[src/rtl/sipo_deser_pkg.sv]
// Shared constants and output-state encoding for the serial-to-parallel deserializer.
package sipo_deser_pkg;

    localparam int DEFAULT_WIDTH = 8;
    localparam int CNT_W         = $clog2(DEFAULT_WIDTH);

    typedef enum logic {
        EMPTY = 1'b0,
        FULL  = 1'b1
    } out_state_t;

endpackage

[src/rtl/sipo_deser_if.sv]
// Serial input strobe, frame control and parallel output handshake of the deserializer.
interface sipo_deser_if
    import sipo_deser_pkg::*;
#(
    parameter int WIDTH = DEFAULT_WIDTH
);

    logic                     serial_in;
    logic                     shift_en;
    logic                     msb_first;
    logic                     clear;
    logic                     out_ready;
    logic [WIDTH-1:0]         parallel_out;
    logic                     out_valid;
    logic [$clog2(WIDTH)-1:0] bit_cnt;
    logic                     overrun;

    modport master (
        output serial_in, shift_en, msb_first, clear, out_ready,
        input  parallel_out, out_valid, bit_cnt, overrun
    );

    modport slave (
        input  serial_in, shift_en, msb_first, clear, out_ready,
        output parallel_out, out_valid, bit_cnt, overrun
    );

endinterface

[src/rtl/sipo_bit_counter.sv]
// Modulo-WIDTH bit position counter; tc flags the bit that completes a word.
module sipo_bit_counter
    import sipo_deser_pkg::*;
#(
    parameter int WIDTH = DEFAULT_WIDTH
) (
    input  logic                     clk,
    input  logic                     rst,
    input  logic                     en,
    input  logic                     clr,
    output logic [$clog2(WIDTH)-1:0] cnt,
    output logic                     tc
);

    localparam int CW = $clog2(WIDTH);
    localparam logic [CW-1:0] LAST = CW'(WIDTH - 1);

    assign tc = en && (cnt == LAST);

    always_ff @(posedge clk or posedge rst) begin
        if (rst) begin
            cnt <= '0;
        end else if (clr) begin
            cnt <= '0;
        end else if (en) begin
            cnt <= tc ? '0 : cnt + 1'b1;
        end
    end

endmodule

[src/rtl/sipo_deser.sv]
// Serial-in parallel-out deserializer with per-frame bit order and a one-word output buffer.
module sipo_deser
    import sipo_deser_pkg::*;
#(
    parameter int WIDTH = DEFAULT_WIDTH
) (
    input  logic         clk,
    input  logic         rst,
    sipo_deser_if.slave  bus
);

    localparam int CW = $clog2(WIDTH);

    logic [WIDTH-1:0] sr;
    logic [WIDTH-1:0] next_sr;
    logic [WIDTH-1:0] word_q;
    logic [CW-1:0]    cnt;
    logic             mode_q;
    logic             mode;
    logic             advance;
    logic             complete;
    logic             overrun_q;
    out_state_t       state;

    assign advance = bus.shift_en & ~bus.clear;

    sipo_bit_counter #(.WIDTH(WIDTH)) u_bit_counter (
        .clk (clk),
        .rst (rst),
        .en  (advance),
        .clr (bus.clear),
        .cnt (cnt),
        .tc  (complete)
    );

    // The first bit of a frame must already obey the msb_first value being latched.
    assign mode    = (cnt == '0) ? bus.msb_first : mode_q;
    assign next_sr = mode ? {sr[WIDTH-2:0], bus.serial_in}
                          : {bus.serial_in, sr[WIDTH-1:1]};

    always_ff @(posedge clk or posedge rst) begin
        if (rst) begin
            sr     <= '0;
            mode_q <= 1'b1;
        end else if (bus.clear) begin
            sr <= '0;
        end else if (advance) begin
            sr <= next_sr;
            if (cnt == '0) begin
                mode_q <= bus.msb_first;
            end
        end
    end

    // A completed word arriving while the buffer is held is dropped and flagged.
    always_ff @(posedge clk or posedge rst) begin
        if (rst) begin
            state     <= EMPTY;
            word_q    <= '0;
            overrun_q <= 1'b0;
        end else begin
            if (bus.clear) begin
                overrun_q <= 1'b0;
            end
            case (state)
                EMPTY: begin
                    if (complete) begin
                        word_q <= next_sr;
                        state  <= FULL;
                    end
                end
                FULL: begin
                    if (complete) begin
                        if (bus.out_ready) begin
                            word_q <= next_sr;
                        end else begin
                            overrun_q <= 1'b1;
                        end
                    end else if (bus.out_ready) begin
                        state <= EMPTY;
                    end
                end
                default: state <= EMPTY;
            endcase
        end
    end

    assign bus.parallel_out = word_q;
    assign bus.out_valid    = (state == FULL);
    assign bus.bit_cnt      = cnt;
    assign bus.overrun      = overrun_q;

endmodule

[src/flat_wrapper.sv]
// flat-port wrapper written by rule: the top's interface ports become plain ports
module sipo_deser_flat import sipo_deser_pkg::*;
#(
    parameter int WIDTH = DEFAULT_WIDTH
)
  (clk, rst, bus_serial_in, bus_shift_en, bus_msb_first, bus_clear, bus_out_ready, bus_parallel_out, bus_out_valid, bus_bit_cnt, bus_overrun);
  sipo_deser_if #(.WIDTH(WIDTH)) bus_i ();
  input  logic clk;
  input  logic rst;
  input wire logic [$bits(bus_i.serial_in)-1:0] bus_serial_in;
  input wire logic [$bits(bus_i.shift_en)-1:0] bus_shift_en;
  input wire logic [$bits(bus_i.msb_first)-1:0] bus_msb_first;
  input wire logic [$bits(bus_i.clear)-1:0] bus_clear;
  input wire logic [$bits(bus_i.out_ready)-1:0] bus_out_ready;
  output wire logic [$bits(bus_i.parallel_out)-1:0] bus_parallel_out;
  output wire logic [$bits(bus_i.out_valid)-1:0] bus_out_valid;
  output wire logic [$bits(bus_i.bit_cnt)-1:0] bus_bit_cnt;
  output wire logic [$bits(bus_i.overrun)-1:0] bus_overrun;
  assign bus_i.serial_in = bus_serial_in;
  assign bus_i.shift_en = bus_shift_en;
  assign bus_i.msb_first = bus_msb_first;
  assign bus_i.clear = bus_clear;
  assign bus_i.out_ready = bus_out_ready;
  assign bus_parallel_out = bus_i.parallel_out;
  assign bus_out_valid = bus_i.out_valid;
  assign bus_bit_cnt = bus_i.bit_cnt;
  assign bus_overrun = bus_i.overrun;
  sipo_deser #(.WIDTH(WIDTH)) u_core (.clk(clk), .rst(rst), .bus(bus_i));
endmodule
[config.mk]
export PLATFORM = sky130hd
export DESIGN_NAME = sipo_deser_flat
export DESIGN_NICKNAME = d
export VERILOG_FILES = /design/src/rtl/sipo_deser_pkg.sv /design/src/rtl/sipo_deser_if.sv /design/src/rtl/sipo_bit_counter.sv /design/src/rtl/sipo_deser.sv /design/src/flat_wrapper.sv
export SDC_FILE = /design/constraint.sdc
export NUM_CORES = 1
export LEC_CHECK = 0
export ABC_AREA = 1
export BUFFER_PORTS_ARGS = -buffer_cell sky130_fd_sc_hd__buf_4
export CORE_ASPECT_RATIO = 1.4
export CORE_MARGIN = 2
export CORE_UTILIZATION = 50
export DETAILED_ROUTE_END_ITERATION = 12
export HOLD_SLACK_MARGIN = 0.05
export PLACE_DENSITY = 0.75
export SYNTH_ARGS = -nofsm -noshare
export SYNTH_HDL_FRONTEND = slang
export SYNTH_HIERARCHICAL = 1
export SYNTH_SLANG_ARGS = --single-unit
[constraint.sdc]
create_clock -name clk -period 1.6 [get_ports clk]
set_input_delay 0.16 -clock clk [delete_from_list [all_inputs] [get_ports clk]]
set_output_delay 0.16 -clock clk [all_outputs]
set_load 0.005 [all_outputs]
# Word-level counts from Yosys, hierarchy flattened
# Cells that the tools add are included.
# totals
regBits	22
in_bits	7
out_inout_bits	13
elab_cells	38
# op_classes
n_addsub	1
n_eq_ne	4
mux	19
bitwise_logic	3
reduce_logical	5
# op_table
cell	n
two-way mux 8 bit	6
case mux 8 bit (2 select lines)	1
two-way mux 3 bit	3
two-way mux 1 bit	8
!= test 2 bit, second input constant	3
adder 3 x 1 -> 3 bit, second input constant	1
equality test 3 bit, second input constant	1
logical NOT 3 bit	1
AND reduction 3 bit	1
NOT 1 bit	2
case mux 1 bit (2 select lines)	1
AND reduction 2 bit	1
nonzero test 2 bit	1
AND 1 bit	1
logical AND 1 bit	1

# Logic depth before layout (Yosys ltp)
# Gate-level depths: netlist of the first run.
# depth
depth_word	6
mapped_depth	10
depth_no_buf	9

# Hierarchy
# Netlist of the first run, hierarchy kept.
# modules_own_cells
module	n_inst	cells_each	area_per_inst_um2	seq_area_each_um2
sipo_deser	1	116	998.5	476.7
sipo_bit_counter	1	24	175.2	75.1

# Worst setup path before layout of the first run
# Ideal clock, no wire load.
# synth_path
path_type	register to register
from	reg u_core.u_bit_counter.cnt[1]
to	reg u_core.word_q[0], in the netlist u_core/bus.parallel_out[0]
setup_ps	117
t_arrival_ps	1343
required_time_ps	1483
setup_slack_ps	139
path_stages_with_launch	10
path_buffers	0
synth_period_minus_slack_ps	1461
path_cell_list	dfrtp_1 > ha_1 > ha_1 > nand2_1 > inv_1 > inv_1 > a21oi_4 > inv_1 > nand2_1 > nand2_1
# synth_via
elab_cells_between_ends	12
cone_classes	3 x eq/ne; 6 x mux; 3 x reduce/logical
# synth_lines
element	line	text
from (decl)	sipo_bit_counter.sv:11	output logic [$clog2(WIDTH)-1:0] cnt,
from (signal assigned)	sipo_bit_counter.sv:26	cnt <= tc ? '0 : cnt + 1'b1;
equality test 3 bit *	sipo_bit_counter.sv:18	assign tc = en && (cnt == LAST);
logical AND 1 bit *	sipo_bit_counter.sv:18	
named net u_core.complete	sipo_deser.sv:21	logic complete;
!= test 2 bit (no line)	-	
AND reduction 3 bit (no line) *	-	
to (signal assigned)	sipo_deser.sv:68	word_q <= next_sr;
to (signal assigned)	sipo_deser.sv:75	word_q <= next_sr;
to (decl)	sipo_deser.sv:16	logic [WIDTH-1:0] word_q;
# Mark *: on every way through the listed nets, which the timed path passes. The rest lies on a longest branch. The select of a mux whose other input is x is not followed.
# A chain may end at the register's enable or synchronous reset.

# Final worst setup path of the first run
# layout_path
from	reg u_core.u_bit_counter.cnt[0]
to	reg u_core.word_q[5], in the netlist u_core/bus.parallel_out[5]
# Same word-level chain as after synthesis.

==> impl_summary.md, run 1 <==
Clock network
The root buffer selected by CTS is sky130_fd_sc_hd__clkbuf_4. The number of buffers created by CTS is 3. The number of levels in the clock H-tree is 1. The clock tree from TritonCTS is yes. Clock-pin slew was measured on the worst setup and hold paths at 0.12 ns. The clock network latency to the later pin of the worst-skew pair is 0.31 ns. The buffer levels on the longest clock path is 2. The total number of clock tree sinks is 22.

Placed design
The detailed-placement wirelength estimate is 1847 um. Routability-driven placement finished with a final weighted congestion of 0.7869. The number of placed instances, taps included, is 183. During placement, the flow inserted port buffers numbering 19.

Logic synthesis
The synthesized netlist net count is 149. The average instance in the mapped netlist occupies 8.383 um^2. After synthesis, flip-flops and latches occupy 47.01% of the total area.

Synthesis produced a netlist whose cell count is 140. The number of warnings printed during yosys synthesis is 6. The netlist uses 17 different library cells. In this run, synthesis produced a sequential element count of 22. The synthesized netlist occupies a cell area of 1174 um^2.

Min path
The min-delay analysis places its worst path in the category in2reg. The depth of the worst hold-timing path is 2. The endpoint with the worst hold slack is u_core/bus.overrun. The startpoint identified for the worst hold timing path is bus_clear.

Setup path
The worst setup path is of the reg2reg kind. Among all stages on the critical path, the largest delay is contributed by sky130_fd_sc_hd__dfrtp_1. The type of origin of the critical path is a register. The endpoint arrival time on the critical path is 1.69 ns. The endpoint type of the worst setup path is a register.

The maximum fanout count along the critical path is 5. For this run, the slowest stage of the critical path takes 0.44 ns. The cell family contributing the most delay on the critical path is flip-flops.

The path depth of the worst reg2reg path is 9. The critical path buffer and inverter count is 3. The worst reg-to-reg setup slack is 0.12 ns. The signal on the critical path passes through ha_1, ha_1, nand2_1, inv_1, inv_2, a21oi_4, buf_4, nand3_1, nand2_1.

The endpoint of the worst register-to-register path is u_core/bus.parallel_out[5]. At the worst endpoint, the required time is 1.81 ns. In this run the critical register-to-register path is launched from u_core/u_bit_counter/cnt[0].

Layout
The post-route netlist has 27.22% of its cells at a drive strength greater than 1. For this run, the post-layout net count is 179. Once layout is complete, the cells apart from fillers number 191. The layout overhead on the synthesized area is 21.00%.

The number of antenna repair diodes is 0.

Power and ir drop
The cell leakage power is 0.8486 nW. Dividing total power by cell area gives a power density of 742.3 nW/um^2. The total chip power is 0.001054 W. Across the VDD grid, the largest voltage drop is 0.4914 mV.

Routing
The number of DRC violations after detailed-routing iteration 0 is 45. The vias per cell is 5.330. The detailed router put a total of 963 um of wire on met1. The top routing layer in use is met4. In the routed design, unresolved DRC markers number 0. The routed design uses 1296 um of met2 wire. After detailed routing, the average wire length per cell comes to 12.78 um.

The via total after detailed routing is 1018. For this block, the routed nets add up to 2441 um of wire. Once detail routing completed, the nets flagged for antenna violations numbered 0.

The first-pass detailed-route iteration total is 4. The routed design uses 130 um of met3 wire.

GRT
The number of global-route vias before repair was 939. The number of antenna violations at the first check in global routing is 0. Global routing finished with a remaining overflow of 0. Entering global routing, the biggest net connects 20 pins.

The global-route usage over all layers is 19.15%. The wire length of the first global-routing pass is 3801 um.

Timing
The clock period minus worst slack is 1.475 ns. The slew of the pin with the lowest slew margin is 0.6048 ns. Headroom to the max-slew limit came out at 59.53%. For this run, the top clock speed supported by timing is 677.8 MHz. The worst hold slack is 0.07607 ns.

Setup violations remaining at the end of the flow were counted as 0. Setup repair after global routing left no endpoint under its margin. The number of max-slew violations in the final report is 0. The number of endpoints with negative hold slack in the final report is 0. The share of the clock period used by the worst path after layout is 92.21%. Clock skew on the completed layout was measured at 0.004100 ns.

The final sum of negative setup slack is 0 ns.

Floorplan
The effective utilization at floorplan is 53.30%. The die span in x is 44.95 um. In this run the count of I/O pins placed on the die edge is 20. Measured along the y axis, the die boundary spans 61.33 um. The die covers 2756 um^2.

The site row count is 20. The region available for standard cell placement spans 2202 um^2.

Flow run
Across the run, the number of max-cap violations was 0.

Status
The flow ran to the end, and the final reports show no timing, DRC or antenna violations.
-- registers in the layout (all words and copies together) (netlist names) --
register	flops
u_core/bus.out_valid	1
u_core/bus.overrun	1
u_core/bus.parallel_out	8
u_core/mode_q	1
u_core/sr	8
u_core/u_bit_counter/cnt	3
-- worst reg2reg max path, stage by stage, from the launching register on --
cell	delay, ns
sky130_fd_sc_hd__dfrtp_1	0.44
sky130_fd_sc_hd__ha_1	0.21
sky130_fd_sc_hd__ha_1	0.17
sky130_fd_sc_hd__nand2_1	0.10
sky130_fd_sc_hd__inv_1	0.06
sky130_fd_sc_hd__inv_2	0.08
sky130_fd_sc_hd__a21oi_4	0.05
sky130_fd_sc_hd__buf_4	0.14
sky130_fd_sc_hd__nand3_1	0.09
sky130_fd_sc_hd__nand2_1	0.05
-- metal layers --
layer  vias to the layer above  track usage, %
met5                         -               0
met4                         0           10.92
met3                         4           2.346
met2                        37           35.71
met1                       475           20.15
li1                        502               -
-- cells by family after synthesis --
| group | share of synthesized area [%] |
|---|---|
| AND/OR/NAND/NOR | 39.98 |
| buffers and inverters | 8.102 |
| flip-flops | 47.01 |
| AO/OA/AOI/OAI | 2.772 |
| adder cells (fa/ha/maj) | 2.132 |
-- per-stage QoR --
stage          area, um^2  util [%]  setup WS [ns]
6_report             1420     64.49         0.1246
5_1_grt              1420     64.49        0.02808
4_1_cts              1398     63.47       0.009796
3_5_place_dp         1361     61.82        0.03631
3_3_place_gp         1361     61.82        0.07410
2_1_floorplan        1174         -         0.1392
-- cell usage in the layout (no fill, tap or decap), drive strengths merged --
cell type | Yosys | routed
clkbuf | 0 | 4
nand2 | 46 | 46
inv | 24 | 24
dlygate4sd3 | 0 | 1
o22ai | 1 | 1
nor2 | 4 | 4
nand3 | 37 | 37
ha | 2 | 2
dfrtp | 21 | 21
dfstp | 1 | 1
a21oi | 2 | 2
o21ai | 1 | 1
buf | 1 | 25
-- area by class of cell --
class | count | area [um^2]
inverter | 24 | 90.09
timing repair buffer | 26 | 197.7
fill | 197 | 782.0
tap | 22 | 27.53
sequential | 22 | 551.8
multi-input combinational | 93 | 526.8
clock buffer | 4 | 26.28
-- power breakdown --
group	switching [W]	total, W	internal [W]
registers	0.0000146	0.000595	0.000580
clock network	0.000163	0.000261	0.0000974
logic	0.000128	0.000199	0.0000711
total	0.000306	0.00105	0.000749
-- worst max path at each step --
| stage | from | endpoint | slack (ns) | cells after the start |
|---|---|---|---|---|
| after floorplan | u_core/u_bit_counter/cnt[1] | u_core/bus.parallel_out[0] | 0.14 | 9 |
| after global placement | u_core/u_bit_counter/cnt[0] | u_core/bus.parallel_out[1] | 0.07 | 9 |
| after detailed placement | u_core/u_bit_counter/cnt[0] | u_core/bus.parallel_out[6] | 0.04 | 9 |
| after CTS | u_core/u_bit_counter/cnt[0] | u_core/bus.parallel_out[3] | 0.01 | 9 |
| after global routing | u_core/u_bit_counter/cnt[0] | u_core/bus.parallel_out[5] | 0.03 | 9 |
| final | u_core/u_bit_counter/cnt[0] | u_core/bus.parallel_out[5] | 0.12 | 9 |
-- repair_timing --
item | 4_1_cts | 5_1_grt
resized for setup | 0 | 2
hold buffers | 1 | 0
endpoints found under the setup margin | 0 | 8
endpoints found under the hold margin | 21 | 0
setup buffers | 0 | 3
-- synthesized netlist by cell type --
cell type / instances / area, um^2
sky130_fd_sc_hd__nand3_4: 1 / 17.52
sky130_fd_sc_hd__nand3_2: 9 / 90.09
sky130_fd_sc_hd__a21oi_1: 1 / 5.000
sky130_fd_sc_hd__nand2_8: 1 / 20.02
sky130_fd_sc_hd__o21ai_0: 1 / 5.000
sky130_fd_sc_hd__nand3_1: 27 / 135.1
sky130_fd_sc_hd__a21oi_4: 1 / 16.27
sky130_fd_sc_hd__o22ai_1: 1 / 6.260
sky130_fd_sc_hd__nor2_1: 3 / 11.26
sky130_fd_sc_hd__nand2_1: 43 / 161.4
sky130_fd_sc_hd__nand2_4: 2 / 22.52
sky130_fd_sc_hd__ha_1: 2 / 25.02
sky130_fd_sc_hd__inv_1: 24 / 90.09
sky130_fd_sc_hd__nor2_4: 1 / 11.26
sky130_fd_sc_hd__buf_2: 1 / 5.000
sky130_fd_sc_hd__dfstp_2: 1 / 26.28
sky130_fd_sc_hd__dfrtp_1: 21 / 525.5
Power figures use the tool's default switching activity.
==> run 2, diff against run 1 <==
- ABC_AREA: 1 -> 0
==> run 2 against run 1 <==
Sequential power rose by 0.7%. Largest power group unchanged. Highest routed layer unchanged. Maximum frequency fell by 4.1%. Sequential share of layout area fell by 1.8 points. Die area rose by 4.2%.
==> impl_summary.md, run 2 <==
Status
Status: complete, no violations (unchanged).

Clock network
The clock tree from TritonCTS is yes (unchanged). The buffer levels on the longest clock path is 2 (unchanged). The number of buffers created by CTS is 3 (unchanged).

The number of levels in the clock H-tree is 1 (unchanged). The total number of clock tree sinks came to 22 (unchanged). The clock network latency to the later pin of the worst-skew pair is 0.31 ns (about the same). The clock transition at the registers of the reported paths is 0.14 ns (was 0.12 ns).

The root buffer selected by CTS is sky130_fd_sc_hd__clkbuf_4 (unchanged).

Routing
The post-detailed-routing wire length was 2436 um (was 2441 um). The first-pass detailed-route iteration total is 4 (unchanged). The number of DRC violations after detailed-routing iteration 0 is 17 (was 45). The post-route DRC violation count is 0 (unchanged). The via total after detailed routing is 875 (was 1018).

The vias per cell came to 5.573 (was 5.330). The detailed-route wire length per cell was 15.52 um (was 12.78 um). The post-detailed-route count of antenna-violating nets was 0 (unchanged).

Timing
The final setup violation count is 0 (unchanged). The slew of the pin with the lowest slew margin came to 0.2562 ns (was 0.6048 ns). The share of the clock period used by the worst path after layout was 96.10% (was 92.21%). The number of max-slew violations in the final report came to 0 (unchanged).

The number of endpoints with negative hold slack in the final report is 0 (unchanged). The final worst slack is 0.06233 ns (was 0.1246 ns). The clock period minus worst slack is 1.538 ns (was 1.475 ns). The maximum clock rate was 650.3 MHz (was 677.8 MHz). The headroom to the max-slew limit is 82.92% (was 59.53%). The worst setup skew after layout is 0.01262 ns (was 0.004100 ns).

Setup path
The critical path required time was 1.83 ns (was 1.81 ns). The maximum fanout count along the critical path is 4 (was 5). The endpoint type of the worst setup path is a register (unchanged).

The endpoint arrival time on the critical path is 1.77 ns (was 1.69 ns). The type of origin of the critical path is a register (unchanged). The startpoint-to-endpoint class of the critical path is reg2reg (unchanged).

Power and ir drop
The switching part of the total came to 22.83% (was 28.98%). The combinational group share of total power is 12.5% (was 18.9%). The power dissipated by switching net loads is 0.0002684 W (was 0.0003055 W). The cell leakage power is 0.7978 nW (was 0.8486 nW). The sequential group share of total power is 50.9% (was 56.4%). The clock power share was 36.6% (was 24.7%).

The maximum vdd ir drop is 0.7216 mV (was 0.4914 mV). The ratio of total power to cell area is 787.7 nW/um^2 (was 742.3 nW/um^2). The cell internal power dissipation is 0.0009073 W (was 0.0007486 W).

GRT
The number of antenna violations at the first check in global routing is 0 (unchanged). The global-route usage over all layers is 20.03% (was 19.15%). The maximum number of pins on one net before global-route repair is 20 (unchanged). The wire length of the first global-routing pass is 4284 um (was 3801 um). The number of global-route vias before repair is 934 (was 939). The remaining global-route overflow is 0 (unchanged).

Logic synthesis
The sequential-to-total area share from yosys stat came to 44.95% (was 47.01%). The async set or reset register ratio after synthesis is 100.0% (unchanged). The number of cells produced by synthesis is 106 (was 140). The synthesized flop and latch total is 22 (unchanged). Top area cells in the synthesized netlist: sky130_fd_sc_hd__dfrtp_1 43%, sky130_fd_sc_hd__mux2i_1 20%, sky130_fd_sc_hd__mux2_2 8.3% (was sky130_fd_sc_hd__dfrtp_1 45%, sky130_fd_sc_hd__nand2_1 14%, sky130_fd_sc_hd__nand3_1 12%). The synthesized netlist net count is 115 (was 149). The mean post-synth cell area is 11.58 um^2 (was 8.383 um^2). The number of warnings printed during yosys synthesis is 6 (unchanged).

The number of flops mapped to enable cells by yosys was 0 (unchanged). The cell area after synthesis came to 1227 um^2 (was 1174 um^2). The portion of synthesized cell area occupied by the leading cell type came to 42.81% (was 44.78%). The cell type contributing the most total cell area after synthesis is sky130_fd_sc_hd__dfrtp_1 (unchanged). The cell with the most instances after synthesis is sky130_fd_sc_hd__mux2i_1 (was sky130_fd_sc_hd__nand2_1). Leading cell types by count after synthesis: 25 x sky130_fd_sc_hd__mux2i_1, 21 x sky130_fd_sc_hd__dfrtp_1, 12 x sky130_fd_sc_hd__inv_1 (was 43 x sky130_fd_sc_hd__nand2_1, 27 x sky130_fd_sc_hd__nand3_1, 24 x sky130_fd_sc_hd__inv_1). The number of distinct library cell variants in the gate-level netlist after synthesis was 22 (was 17). The primary flip-flop cell chosen by synthesis mapping was sky130_fd_sc_hd__dfrtp_1 (unchanged).

Layout
The area of all placed cells without fillers is 1493 um^2 (was 1420 um^2). The fraction of final layout cells with drive strength greater than 1 is 35.82% (was 27.22%). The most common cell after layout, fill and taps aside is sky130_fd_sc_hd__buf_4 (was sky130_fd_sc_hd__nand2_1). The count of fill cells added during filler insertion came to 187 (was 197). The number of nets in the finished design is 144 (was 179).

The non-filler instance count after layout came to 157 (was 191). The layout overhead on the synthesized area was 21.61% (was 21.00%). Commonest cells after routing, fill and taps aside: 28 x sky130_fd_sc_hd__buf_4, 25 x sky130_fd_sc_hd__mux2i_1, 20 x sky130_fd_sc_hd__dfrtp_1 (was 43 x sky130_fd_sc_hd__nand2_1, 27 x sky130_fd_sc_hd__nand3_1, 25 x sky130_fd_sc_hd__buf_4). The number of antenna repair diodes is 0 (unchanged).

Floorplan
The top-level port count is 20 (unchanged). The site row count came to 21 (was 20). The die span in x came to 45.88 um (was 44.95 um).

The placeable core region came to 2365 um^2 (was 2202 um^2). The effective utilization at floorplan is 51.90% (was 53.30%). The overall die height is 62.63 um (was 61.33 um). The total die area is 2873 um^2 (was 2756 um^2).

Placed design
The detailed-placement wirelength estimate is 1781 um (was 1847 um). The total instance count after detailed placement was 150 (was 183). The pre-CTS setup slack is 0.07375 ns (was 0.03631 ns). The number of buffers added on ports is 19 (unchanged). The area of placed instances is 1414 um^2 (was 1361 um^2). The routability-driven placement congestion ratio came to 0.7278 (was 0.7869).

Min path
The worst min-delay path class is in2reg (unchanged).

Flow run
The number of maximum-capacitance constraint violations is 0 (unchanged).
[run 2: cell families (layout without fill, tap and decap cells)]
kind of cell / Yosys count / in the layout / share of synthesized area [%]
AND/OR/NAND/NOR: 20 / 20 / 10.91
AO/OA/AOI/OAI: 11 / 11 / 6.321
buffers and inverters: 17 / 45 / 7.134
multiplexers: 34 / 34 / 28.64
flip-flops: 22 / 22 / 44.95
adder cells (fa/ha/maj): 2 / 2 / 2.038
[run 2: timing repair]
item / in CTS / in global routing
endpoints found under the setup margin: 0 / 3
resized for setup: 0 / 1
hold buffers: 1 / 0
endpoints found under the hold margin: 21 / 0
setup buffers: 0 / 2
[run 2: worst max-delay path: stages (launching register included)]
cell and delay, ns:
sky130_fd_sc_hd__dfrtp_2 0.45, sky130_fd_sc_hd__buf_4 0.15, sky130_fd_sc_hd__nor3_4 0.18, sky130_fd_sc_hd__buf_4 0.16, sky130_fd_sc_hd__mux2_2 0.34, sky130_fd_sc_hd__o22ai_1 0.18
[run 2: worst paths after layout]
check	from	end	slack, ns	cells after the start
setup / recovery	u_core/u_bit_counter/cnt[1]	u_core/sr[1]	0.06	5
hold / removal	bus_clear	u_core/u_bit_counter/cnt[0]	0.09	2
setup reg to reg	u_core/u_bit_counter/cnt[1]	u_core/sr[1]	0.06	5
hold reg to reg	u_core/bus.parallel_out[1]	u_core/bus.parallel_out[1]	0.53	2
max in group asynchronous	rst	u_core/mode_q	0.93	4
min in group asynchronous	rst	u_core/u_bit_counter/cnt[1]	0.26	3
[run 2: area by class of cell]
cell class / instances / area (um^2) / share of cell area [%]
clock buffer: 3 / 22.52 / 1.509
clock inverter: 1 / 30.03 / 2.012
inverter: 12 / 45.04 / 3.018
multi-input combinational: 67 / 593.1 / 39.73
sequential: 22 / 553.0 / 37.05
tap: 23 / 28.78 / 1.928
timing repair buffer: 29 / 220.2 / 14.75
[run 2: through the flow]
step	TNS [ns]	hold WS (ns)	total power [W]	util, %
after floorplan	0	-0.08636	0.0007115	-
after global placement	0	0.04671	0.0007499	59.79
after detailed placement	0	0.05614	0.0007531	59.79
after CTS	0	0.08205	0.001188	62.43
after global routing	-0.01317	0.08585	0.001230	63.12
final	0	0.09261	0.001176	63.12
[run 2: power groups by stage]
stage	sequential [W]	combinational, W	clock [W]
4_1_cts	0.000599	0.000146	0.000443
3_5_place_dp	0.000610	0.000144	0
6_report	0.000599	0.000147	0.000430
3_3_place_gp	0.000609	0.000141	0
2_1_floorplan	0.000589	0.000122	0
5_1_grt	0.000601	0.000161	0.000468
[run 2: layer usage]
layer | vias to the layer above | part of all wire (%) | GRT usage [%] | wire length (um)
li1 | 421 | - | - | -
met1 | 435 | 41 | 23.96 | 1001
met2 | 17 | 55 | 33.85 | 1343
met3 | 2 | 2.9 | 2.312 | 70
met4 | 0 | 0.82 | 9.286 | 20
met5 | - | 0 | 0 | 0
==> run 3, diff against run 2 <==
--- a/config.mk
+++ b/config.mk
@@ -14,3 +14,3 @@
 export HOLD_SLACK_MARGIN = 0.05
-export PLACE_DENSITY = 0.75
+export PLACE_DENSITY = 0.72
 export SYNTH_ARGS = -nofsm -noshare
==> constraint.sdc (replaced) <==
create_clock -name clk -period 1.6 [get_ports clk]
set_input_delay 0.32 -clock clk [delete_from_list [all_inputs] [get_ports clk]]
set_output_delay 0.32 -clock clk [all_outputs]
set_load 0.005 [all_outputs]
==> run 3 against run 2 <==
Worst hold slack better by 0.18 ns. Core utilization down 1.1 points. Total power down 9.9%. Final cell count down 1.9%. Clock power down 28%. Combinational power up 6%. Clock skew down 0.0023 ns. Critical path depth unchanged. Maximum frequency up 1.3%. Critical path type unchanged. Largest power group unchanged. Highest routed layer unchanged.
==> impl_summary.md, run 3 (same netlist as run 2, synthesis figures left out) <==
Status
Status: complete, no violations (unchanged).

Setup path
The endpoint arrival time on the critical path is 1.73 ns (was 1.77 ns). The maximum fanout count along the critical path is 5 (was 4). Cells along the critical path: ha_1, ha_1, and2_1, nand2_4, mux2_2 (was buf_4, nor3_4, buf_4, mux2_2, o22ai_1). The cell with the biggest individual delay on the critical path is sky130_fd_sc_hd__dfrtp_2 (unchanged). The type of origin of the critical path is a register (unchanged). The largest incremental delay on the critical path is 0.46 ns (was 0.45 ns). The critical path required time is 1.81 ns (was 1.83 ns).

The endpoint type of the worst setup path is a register (unchanged). The most frequent cell on the critical path is sky130_fd_sc_hd__ha_1 (was sky130_fd_sc_hd__buf_4). The startpoint-to-endpoint class of the critical path is reg2reg (unchanged).

Timing
The final setup violation count came to 0 (unchanged). The worst setup skew after layout is 0.01031 ns (was 0.01262 ns). Setup repair after global routing left no endpoint under its margin.

The maximum clock rate came to 659.0 MHz (was 650.3 MHz). The final sum of negative setup slack is 0 ns (unchanged). The worst hold slack was 0.2707 ns (was 0.09261 ns).

The number of endpoints with negative hold slack in the final report came to 0 (unchanged). The share of the clock period used by the worst path after layout was 94.85% (was 96.10%). The number of max-slew violations in the final report is 0 (unchanged). The clock period minus worst slack is 1.518 ns (was 1.538 ns). The headroom to the max-slew limit is 80.86% (was 82.92%).

The final worst slack came to 0.08246 ns (was 0.06233 ns). The slew of the pin with the lowest slew margin came to 0.2792 ns (was 0.2562 ns).

Clock network
The clock transition at the registers of the reported paths was 0.13 ns (was 0.14 ns). The clock network latency to the later pin of the worst-skew pair is 0.31 ns (about the same). The root buffer selected by CTS is sky130_fd_sc_hd__clkbuf_4 (unchanged).

The buffer count from post-CTS setup fixing is 0 (unchanged). The number of levels in the clock H-tree is 1 (unchanged). The total number of clock tree sinks is 22 (unchanged). The number of buffers created by CTS is 3 (unchanged). The clock tree from TritonCTS is yes (unchanged). The buffer levels on the longest clock path was 2 (unchanged).

Placed design
The routability-driven placement congestion ratio is 0.7025 (was 0.7278). The number of buffers added on ports came to 19 (unchanged). The pre-CTS setup slack was 0.05178 ns (was 0.07375 ns).

The area of placed instances was 1419 um^2 (was 1414 um^2). The total instance count after detailed placement is 149 (was 150).

Routing
The via total after detailed routing came to 825 (was 875). The detailed-route wire length per cell is 15.01 um (was 15.52 um). The post-detailed-route count of antenna-violating nets is 0 (unchanged). The first-pass detailed-route iteration total is 4 (unchanged).

The number of DRC violations after detailed-routing iteration 0 is 10 (was 17). The vias per cell is 5.357 (was 5.573). The post-route DRC violation count was 0 (unchanged). The post-detailed-routing wire length came to 2312 um (was 2436 um).

Power and ir drop
The ratio of total power to cell area is 722.3 nW/um^2 (was 787.7 nW/um^2). The cell internal power dissipation is 0.0007978 W (was 0.0009073 W). The sequential group share of total power is 56.1% (was 50.9%). The maximum vdd ir drop came to 0.5568 mV (was 0.7216 mV). The combinational group share of total power is 14.7% (was 12.5%). The switching part of the total is 24.68% (was 22.83%). The power dissipated by switching net loads came to 0.0002615 W (was 0.0002684 W).

The cell leakage power is 0.7809 nW (was 0.7978 nW). The clock power share is 29.2% (was 36.6%).

GRT
The global-route usage over all layers is 18.60% (was 20.03%). The maximum number of pins on one net before global-route repair is 20 (unchanged). The remaining global-route overflow was 0 (unchanged). The wire length of the first global-routing pass came to 3960 um (was 4284 um).

The number of antenna violations at the first check in global routing was 0 (unchanged). The number of global-route vias before repair came to 811 (was 934).

Floorplan
The placeable core region is 2365 um^2 (unchanged). The die span in x is 45.88 um (unchanged). The site row count is 21 (unchanged).

The overall die height is 62.63 um (unchanged). The effective utilization at floorplan is 51.90% (unchanged). The total die area is 2873 um^2 (unchanged). The top-level port count was 20 (unchanged).

Layout
The number of antenna repair diodes is 0 (unchanged). The fraction of final layout cells with drive strength greater than 1 is 34.35% (was 35.82%). The number of nets in the finished design was 141 (was 144).

The non-filler instance count after layout is 154 (was 157). The layout overhead on the synthesized area is 19.47% (was 21.61%). Commonest cells after routing, fill and taps aside: 25 x sky130_fd_sc_hd__mux2i_1, 24 x sky130_fd_sc_hd__buf_4, 20 x sky130_fd_sc_hd__dfrtp_1 (was 28 x sky130_fd_sc_hd__buf_4, 25 x sky130_fd_sc_hd__mux2i_1, 20 x sky130_fd_sc_hd__dfrtp_1).

The count of fill cells added during filler insertion is 210 (was 187). The area of all placed cells without fillers is 1466 um^2 (was 1493 um^2). The most common cell after layout, fill and taps aside is sky130_fd_sc_hd__mux2i_1 (was sky130_fd_sc_hd__buf_4).

Flow run
The number of maximum-capacitance constraint violations is 0 (unchanged).

Min path
The worst min-delay path class is in2reg (unchanged).
[run 3: cell count changes in the layout (fill, tap and decap cells not counted)]
| cell | previous run | this run |
|---|---|---|
| sky130_fd_sc_hd__clkbuf_8 | 0 | 1 |
| sky130_fd_sc_hd__bufinv_16 | 1 | 0 |
| sky130_fd_sc_hd__buf_4 | 28 | 24 |
| sky130_fd_sc_hd__buf_12 | 0 | 1 |
[run 3: critical path, delay by kind of cell (launching register included)]
family / cells / cell delay, ns
DFF: 1 / 0.46
adders and majority gates: 2 / 0.40
muxes: 1 / 0.32
and+or+nand+nor: 2 / 0.25
[run 3: metrics by stage]
stage | util (%) | power (W)
4_1_cts | 61.96 | 0.001060
2_1_floorplan | - | 0.0007115
3_3_place_gp | 60.00 | 0.0007546
5_1_grt | 62.01 | 0.001092
3_5_place_dp | 60.00 | 0.0007608
6_report | 62.01 | 0.001059
[run 3: area by class of cell]
| type | count | area (um^2) | area share, % |
|---|---|---|---|
| multi-input cells | 67 | 593.1 | 40.44 |
| flip-flops and latches | 22 | 553.0 | 37.71 |
| repair buffers | 26 | 210.2 | 14.33 |
| inverters | 12 | 45.04 | 3.072 |
| clock buffers | 4 | 36.28 | 2.474 |
| well taps | 23 | 28.78 | 1.962 |
[run 3: routing by layer]
metal | global-route usage (%) | part of all wire, %
met2 | 29.17 | 51
met3 | 2.312 | 3.0
met1 | 25.86 | 45
met5 | 0 | 0
met4 | 6.429 | 1.6
[run 3: final timing paths]
check,cells past startpoint,from,slack (ns),end
worst max-delay path,5,u_core/u_bit_counter/cnt[0],0.08,u_core/bus.parallel_out[0]
worst min-delay path,2,bus_shift_en,0.27,u_core/sr[4]
worst max register to register,5,u_core/u_bit_counter/cnt[0],0.08,u_core/bus.parallel_out[0]
worst min register to register,2,u_core/bus.parallel_out[7],0.53,u_core/bus.parallel_out[7]
max in group asynchronous,4,rst,0.75,u_core/mode_q
min in group asynchronous,3,rst,0.43,u_core/u_bit_counter/cnt[2]
[run 3: power by group through the flow]
| stage | Clock (W) | Combinational [W] | Sequential, W |
|---|---|---|---|
| global route | 0.000326 | 0.000170 | 0.000597 |
| floorplan | 0 | 0.000122 | 0.000589 |
| detailed placement | 0 | 0.000155 | 0.000605 |
| finish | 0.000309 | 0.000156 | 0.000594 |
| CTS | 0.000307 | 0.000158 | 0.000595 |
| global placement | 0 | 0.000151 | 0.000604 |
[run 3: what timing repair did]
action / in CTS / in global routing
resized for setup: 0 / 1
setup endpoints to repair: 0 / 6
hold buffers: 1 / 0
hold endpoints to repair: 21 / 0
